<file path="config.mk">
export PLATFORM = sky130hd
export DESIGN_NAME = sr_cmd_sequencer_flat
export DESIGN_NICKNAME = d
export VERILOG_FILES = /design/src/rtl/sr_cmd_sequencer_pkg.sv /design/src/rtl/sr_cmd_sequencer_if.sv /design/src/rtl/sr_cmd_sequencer_edge_det.sv /design/src/rtl/sr_cmd_sequencer.sv /design/src/flat_wrapper.sv
export SDC_FILE = /design/constraint.sdc
export NUM_CORES = 1
export LEC_CHECK = 0
export ABC_AREA = 1
export CORE_AREA = 2 2 43 45
export CTS_CLUSTER_SIZE = 14
export DETAILED_ROUTE_END_ITERATION = 8
export DIE_AREA = 0 0 45 47
export GPL_ROUTABILITY_DRIVEN = 1
export PLACE_DENSITY_LB_ADDON = 0.25
export RECOVER_POWER = 50
export SYNTH_ARGS = -nofsm -noshare
export SYNTH_HDL_FRONTEND = slang
export SYNTH_SLANG_ARGS = --single-unit
</file>
<file path="constraint.sdc">
create_clock -name clk -period 2.54 [get_ports clk]
set_clock_uncertainty 0.2 [all_clocks]
set_input_delay 0.254 -clock clk [delete_from_list [all_inputs] [get_ports clk]]
set_output_delay 0.254 -clock clk [all_outputs]
set_load 0.01 [all_outputs]
</file>
<file path="src/rtl/sr_cmd_sequencer_pkg.sv">
// Shared state encoding and helpers for the SR latch command sequencer.
// Pure declarations: no latency, no backpressure.
package sr_cmd_sequencer_pkg;

  localparam int ST_W = 2;

  typedef enum logic [ST_W-1:0] {
    ST_IDLE  = 2'd0,
    ST_DRV_S = 2'd1,
    ST_DRV_R = 2'd2,
    ST_DEAD  = 2'd3
  } state_t;

  function automatic logic is_drive(input state_t st);
    return (st == ST_DRV_S) || (st == ST_DRV_R);
  endfunction

endpackage

</file>
<file path="src/rtl/sr_cmd_sequencer_if.sv">
// Request levels in, latch commands and status out.
// Level-based signalling: no latency of its own, no backpressure.
interface sr_cmd_sequencer_if;
  logic set_req;
  logic rst_req;
  logic S;
  logic R;
  logic en;
  logic busy;
  logic conflict;
  logic q_model;
  logic q_valid;

  modport master (
    output set_req, rst_req,
    input  S, R, en, busy, conflict, q_model, q_valid
  );

  modport slave (
    input  set_req, rst_req,
    output S, R, en, busy, conflict, q_model, q_valid
  );
endinterface

</file>
<file path="src/rtl/sr_cmd_sequencer_edge_det.sv">
// Rising-edge detector on a synchronous request level.
// Combinational pulse in the cycle the level first reads high; no backpressure.
module sr_cmd_sequencer_edge_det (
  input  logic clk,
  input  logic rst_n,
  input  logic req,
  output logic rise
);

  logic prev;

  always_ff @(posedge clk or negedge rst_n) begin
    if (!rst_n) begin
      prev <= 1'b0;
    end else begin
      prev <= req;
    end
  end

  assign rise = req & ~prev;

endmodule

</file>
<file path="src/rtl/sr_cmd_sequencer.sv">
// Turns set/reset request edges into clean, non-overlapping S/R/en pulses for a gated SR latch.
// Latency: request edge at k -> pulse k+1..k+PULSE_W; requests arriving while busy wait in pend flags.
module sr_cmd_sequencer
  import sr_cmd_sequencer_pkg::*;
#(
  parameter int unsigned PULSE_W = 2,
  parameter int unsigned DEAD_T  = 1,
  parameter int unsigned CNT_W   = 4
) (
  input  logic                 clk,
  input  logic                 rst_n,
  sr_cmd_sequencer_if.slave    bus
);

  localparam logic [CNT_W-1:0] PULSE_LD = CNT_W'(PULSE_W);
  localparam logic [CNT_W-1:0] DEAD_LD  = CNT_W'(DEAD_T);
  localparam logic [CNT_W-1:0] CNT_ONE  = CNT_W'(1);

  logic set_rise;
  logic rst_rise;

  sr_cmd_sequencer_edge_det u_set_det (
    .clk   (clk),
    .rst_n (rst_n),
    .req   (bus.set_req),
    .rise  (set_rise)
  );

  sr_cmd_sequencer_edge_det u_rst_det (
    .clk   (clk),
    .rst_n (rst_n),
    .req   (bus.rst_req),
    .rise  (rst_rise)
  );

  state_t           state, state_nxt;
  logic [CNT_W-1:0] cnt, cnt_nxt;
  logic             set_pend, set_pend_nxt;
  logic             rst_pend, rst_pend_nxt;
  logic             set_clr, rst_clr;
  logic             q_model_q, q_model_nxt;
  logic             q_valid_q, q_valid_nxt;
  logic             conflict_q;
  logic             s_q, r_q, en_q;

  always_comb begin
    state_nxt   = state;
    cnt_nxt     = (cnt > CNT_ONE) ? cnt - CNT_ONE : cnt;
    set_clr     = 1'b0;
    rst_clr     = 1'b0;
    q_model_nxt = q_model_q;
    q_valid_nxt = q_valid_q;

    case (state)
      ST_IDLE: begin
        // Reset wins; a request that would not change the latch is retired without a pulse.
        if (rst_pend) begin
          rst_clr = 1'b1;
          if (!(q_valid_q && !q_model_q)) begin
            state_nxt   = ST_DRV_R;
            cnt_nxt     = PULSE_LD;
            q_model_nxt = 1'b0;
            q_valid_nxt = 1'b1;
          end
        end else if (set_pend) begin
          set_clr = 1'b1;
          if (!(q_valid_q && q_model_q)) begin
            state_nxt   = ST_DRV_S;
            cnt_nxt     = PULSE_LD;
            q_model_nxt = 1'b1;
            q_valid_nxt = 1'b1;
          end
        end
      end
      ST_DRV_S, ST_DRV_R: begin
        if (cnt <= CNT_ONE) begin
          state_nxt = ST_DEAD;
          cnt_nxt   = DEAD_LD;
        end
      end
      ST_DEAD: begin
        if (cnt <= CNT_ONE) begin
          state_nxt = ST_IDLE;
        end
      end
      default: begin
        state_nxt = ST_IDLE;
      end
    endcase

    // Simultaneous edges collapse to a reset; edges on an already-set flag merge into it.
    set_pend_nxt = (set_pend & ~set_clr) | (set_rise & ~rst_rise);
    rst_pend_nxt = (rst_pend & ~rst_clr) | rst_rise;
  end

  always_ff @(posedge clk or negedge rst_n) begin
    if (!rst_n) begin
      state      <= ST_IDLE;
      cnt        <= '0;
      set_pend   <= 1'b0;
      rst_pend   <= 1'b0;
      q_model_q  <= 1'b0;
      q_valid_q  <= 1'b0;
      conflict_q <= 1'b0;
      s_q        <= 1'b0;
      r_q        <= 1'b0;
      en_q       <= 1'b0;
    end else begin
      state      <= state_nxt;
      cnt        <= cnt_nxt;
      set_pend   <= set_pend_nxt;
      rst_pend   <= rst_pend_nxt;
      q_model_q  <= q_model_nxt;
      q_valid_q  <= q_valid_nxt;
      conflict_q <= set_rise & rst_rise;
      s_q        <= (state_nxt == ST_DRV_S);
      r_q        <= (state_nxt == ST_DRV_R);
      en_q       <= is_drive(state_nxt);
    end
  end

  assign bus.S        = s_q;
  assign bus.R        = r_q;
  assign bus.en       = en_q;
  assign bus.conflict = conflict_q;
  assign bus.q_model  = q_model_q;
  assign bus.q_valid  = q_valid_q;
  assign bus.busy     = (state != ST_IDLE) | set_pend | rst_pend;

  a_no_overlap: assert property (@(posedge clk) disable iff (!rst_n)
    !(s_q && r_q) && ((s_q || r_q) == en_q));

endmodule

</file>
<file path="src/flat_wrapper.sv">
// flat-port wrapper written by rule: the top's interface ports become plain ports
module sr_cmd_sequencer_flat import sr_cmd_sequencer_pkg::*;
#(
  parameter int unsigned PULSE_W = 2,
  parameter int unsigned DEAD_T  = 1,
  parameter int unsigned CNT_W   = 4
)
  (clk, rst_n, bus_set_req, bus_rst_req, bus_S, bus_R, bus_en, bus_busy, bus_conflict, bus_q_model, bus_q_valid);
  sr_cmd_sequencer_if bus_i ();
  input  logic clk;
  input  logic rst_n;
  input wire logic [$bits(bus_i.set_req)-1:0] bus_set_req;
  input wire logic [$bits(bus_i.rst_req)-1:0] bus_rst_req;
  output wire logic [$bits(bus_i.S)-1:0] bus_S;
  output wire logic [$bits(bus_i.R)-1:0] bus_R;
  output wire logic [$bits(bus_i.en)-1:0] bus_en;
  output wire logic [$bits(bus_i.busy)-1:0] bus_busy;
  output wire logic [$bits(bus_i.conflict)-1:0] bus_conflict;
  output wire logic [$bits(bus_i.q_model)-1:0] bus_q_model;
  output wire logic [$bits(bus_i.q_valid)-1:0] bus_q_valid;
  assign bus_i.set_req = bus_set_req;
  assign bus_i.rst_req = bus_rst_req;
  assign bus_S = bus_i.S;
  assign bus_R = bus_i.R;
  assign bus_en = bus_i.en;
  assign bus_busy = bus_i.busy;
  assign bus_conflict = bus_i.conflict;
  assign bus_q_model = bus_i.q_model;
  assign bus_q_valid = bus_i.q_valid;
  sr_cmd_sequencer #(.PULSE_W(PULSE_W), .DEAD_T(DEAD_T), .CNT_W(CNT_W)) u_core (.clk(clk), .rst_n(rst_n), .bus(bus_i));
endmodule
</file>
==> run_results.csv <==
group,metric,value,unit
floorplanning,die_width,45,um
setup_path,timing.setup.critical_path_class,"reg2out",
layout,post-route-cell-area,1010,um^2
setup_path,launching_point_of_the_worst_reg2reg_path,"u_core.state[0]",
global_routing,grt_start_max_net_pins,17,
synth,synth.area.top_cells,"sky130_fd_sc_hd__dfrtp_1 (46%), sky130_fd_sc_hd__nand2_1 (10%), sky130_fd_sc_hd__ha_1 (10%)",
timing,setup_repair_after_global_routing_missed_its_margin,"no",
floorplanning,die_area,2120,um^2
detailed_routing,wire_per_inst,10.7,um
power_and_ir_drop,power_per_cell_area,1280,nW/um^2
timing,worst_hold_slack,0.234,ns
synth,synthMostInstantiatedCell,"sky130_fd_sc_hd__nand2_1",
synth,ys_types,20,
clock_network,cts_repair_resize_count,0,
placement,placement.cell_area,987,um^2
timing,final-setup-viol-count,0,
power_and_ir_drop,leakagePower,0.566,nW
setup_path,worst_setup_path_start_kind,"flip-flop",
synth,nets_in_the_synthesized_netlist,115,
synth,synth-async-reset-ratio,100,%
layout,num_antenna_cells,0,
detailed_routing,via_per_inst,5.00,
worst_hold_path,holdCritPathClass,"reg2reg",
timing,max_slew_margin,52.3,%
setup_path,worstPathArrival,1.68,ns
timing,final_max_slew_viol_count,0,
layout,layout-area-overhead-vs-synth,16.6,%
global_routing,grt.total_usage,17.2,%
synth,synth.yosys.seq_area_share,46.2,%
placement,place.gp.congestion,0.858,
timing,max_clock_freq,470,MHz
synth,syn_avg_cell_area,8.33,um^2
setup_path,timing.critical_path.max_delay_family,"buffers and inverters",
worst_hold_path,min_from,"u_core.u_set_det.prev",
clock_network,postCtsHoldBufs,0,
global_routing,grt_antenna_before_repair,0,
synth,post_synthesis_cell_count,104,
run_status,outcome,"completed",
synth,ys_dominant_reg_cell,"sky130_fd_sc_hd__dfrtp_1",
power_and_ir_drop,post-layout-total-power,1.30,mW
placement,detailed_place_hpwl,1.14,mm
synth,synth_enable_flop_cells,0,
setup_path,worst-path-buf-inv,2,
placement,buffer_ports.inserted,10,
detailed_routing,totalWireLength,1.44,mm
setup_path,crit_path_end_kind,"primary output",
layout,final_layout_size_suffix_gt1_share,10.3,%
timing,report.final.hold_viol_count,0,
detailed_routing,drt.antenna.violating_nets,0,
timing,final_period_minus_worst_setup_slack,2.13,ns
setup_path,worst-endpoint-required,2.09,ns
timing,timing.final.crit_share,83.8,%
global_routing,globalRoute.totalOverflow,0,
setup_path,critical_path.startpoint,"u_core.state[0]",
clock_network,tritoncts.num_buffers,3,
synth,yosysTopAreaCellShare,46.2,%
floorplanning,die-height,47,um
detailed_routing,detailedRoute.firstIterationViolations,10,
power_and_ir_drop,max-vdd-ir-drop,627,uV
timing,setup_tns,0,ns
detailed_routing,drcViolationCount,0,
synth,netlist_area,866,um^2
clock_network,clock_latency,0.28,ns
synth,ys_ff_latch,16,
clock_network,cts.sink_count,16,
clock_network,cts.htree.levels,1,
synth,ys_warn_count,0,
clock_network,cts_root_buf,"sky130_fd_sc_hd__clkbuf_4",
global_routing,grt_pass1_wl,2.59,mm
detailed_routing,routed-via-count,670,
clock_network,path_clk_slew,0.08,ns
flow_run,max_cap_violations,0,
floorplanning,rows,15,
synth,synth_common_cells,"sky130_fd_sc_hd__nand2_1 (24), sky130_fd_sc_hd__inv_1 (21), sky130_fd_sc_hd__dfrtp_1 (16), sky130_fd_sc_hd__nand3_1 (10)",
setup_path,timing.critical_path.fanout_max,7,
detailed_routing,drt_first_pass_iters,4,
timing,max_slew.worst_pin.slew,0.713,ns
floorplanning,core-area,1650,um^2
clock_network,cts_buffer_depth,2,
global_routing,grt_pass1_vias,667,
synth,netlist.top_cell.by_area,"sky130_fd_sc_hd__dfrtp_1",
setup_path,critical-path-slowest-cell,"sky130_fd_sc_hd__clkdlybuf4s50_1",
clock_network,post_cts.repair.setup_buffers,0,
floorplanning,initial_core_util,52.4,%
setup_path,cpPeakStageDelay,0.53,ns
setup_path,critical_path.cell_chain,"inv_1 -> ha_1 -> nand3_1 -> clkdlybuf4s50_1",
floorplanning,io_pins,11,
clock_network,cts_tree,"built",
layout,finalNetCount,130,
[layout make-up]
class | instances | area, um^2
timing repair buffer | 10 | 100
sequential | 16 | 400
multi-input combinational | 65 | 379
fill | 153 | 642
inverter | 23 | 86.3
tap | 17 | 21.3
clock buffer | 3 | 22.5
[per-stage QoR]
| step | util [%] | worst slack (ns) | instances |
|---|---|---|---|
| 2_1_floorplan | - | 0.862 | 104 |
| 3_3_place_gp | 59.8 | 0.735 | 131 |
| 5_1_grt | 61.1 | 0.357 | 134 |
| 6_report | 61.1 | 0.411 | 134 |
| 4_1_cts | 61.1 | 0.399 | 134 |
| 3_5_place_dp | 59.8 | 0.695 | 131 |
[logic make-up (layout without fill, tap and decap cells)]
group / Yosys count / count (layout) / synth area share [%]
AO/OA/AOI/OAI: 8 / 8 / 5.49
XOR/XNOR: 1 / 1 / 1.01
adder cells (fa/ha/maj): 7 / 7 / 10.1
buffers and inverters: 23 / 36 / 9.97
flip-flops: 16 / 16 / 46.2
AND/OR/NAND/NOR: 49 / 49 / 27.2
[cells in the final DEF (no fill, tap or decap), types with 2 or more instances in the layout]
cell	instances
sky130_fd_sc_hd__dlygate4sd3_1	3
sky130_fd_sc_hd__nand2_2	2
sky130_fd_sc_hd__nand2_4	2
sky130_fd_sc_hd__a21oi_1	2
sky130_fd_sc_hd__clkdlybuf4s50_1	7
sky130_fd_sc_hd__dfrtp_1	16
sky130_fd_sc_hd__nand3_1	10
sky130_fd_sc_hd__inv_2	2
sky130_fd_sc_hd__nand2_1	24
sky130_fd_sc_hd__nor2_1	7
sky130_fd_sc_hd__clkbuf_4	3
sky130_fd_sc_hd__o21ai_0	2
sky130_fd_sc_hd__inv_1	21
sky130_fd_sc_hd__ha_1	7
[path summary, 6_finish.rpt]
path	depth (start not counted)	slack, ns	endpoint
max	4	0.41	bus_busy
min	1	0.23	u_core.bus.conflict
max reg2reg	9	0.69	u_core.bus.en
min reg2reg	1	0.23	u_core.bus.conflict
max in group asynchronous	1	1.43	u_core.cnt[1]
min in group asynchronous	1	0.26	u_core.u_rst_det.prev
[report_power, final]
part           internal (mW)  total [mW]  leakage [nW]  switching, mW
Clock                 0.0551       0.127        0.0138         0.0724
Sequential             0.342       0.396         0.196         0.0537
Combinational          0.308       0.773         0.357          0.465
Total                  0.705        1.30         0.566          0.591
[metal layers]
layer	track usage (%)	routed length [um]
met3	2.31	28
met5	0	0
met2	29.4	683
met4	8.82	27
met1	21.3	699
[registers in the layout, indices dropped and copies added, names as in the netlist]
| register | cells |
|---|---|
| u_core.u_set_det.prev | 1 |
| u_core.set_pend | 1 |
| u_core.rst_pend | 1 |
| u_core.bus.conflict | 1 |
| u_core.cnt | 4 |
| u_core.bus.en | 1 |
| u_core.bus.S | 1 |
| u_core.state | 2 |
| u_core.bus.q_valid | 1 |
| u_core.bus.q_model | 1 |
| u_core.bus.R | 1 |
| u_core.u_rst_det.prev | 1 |
Power figures use the tool's default switching activity.
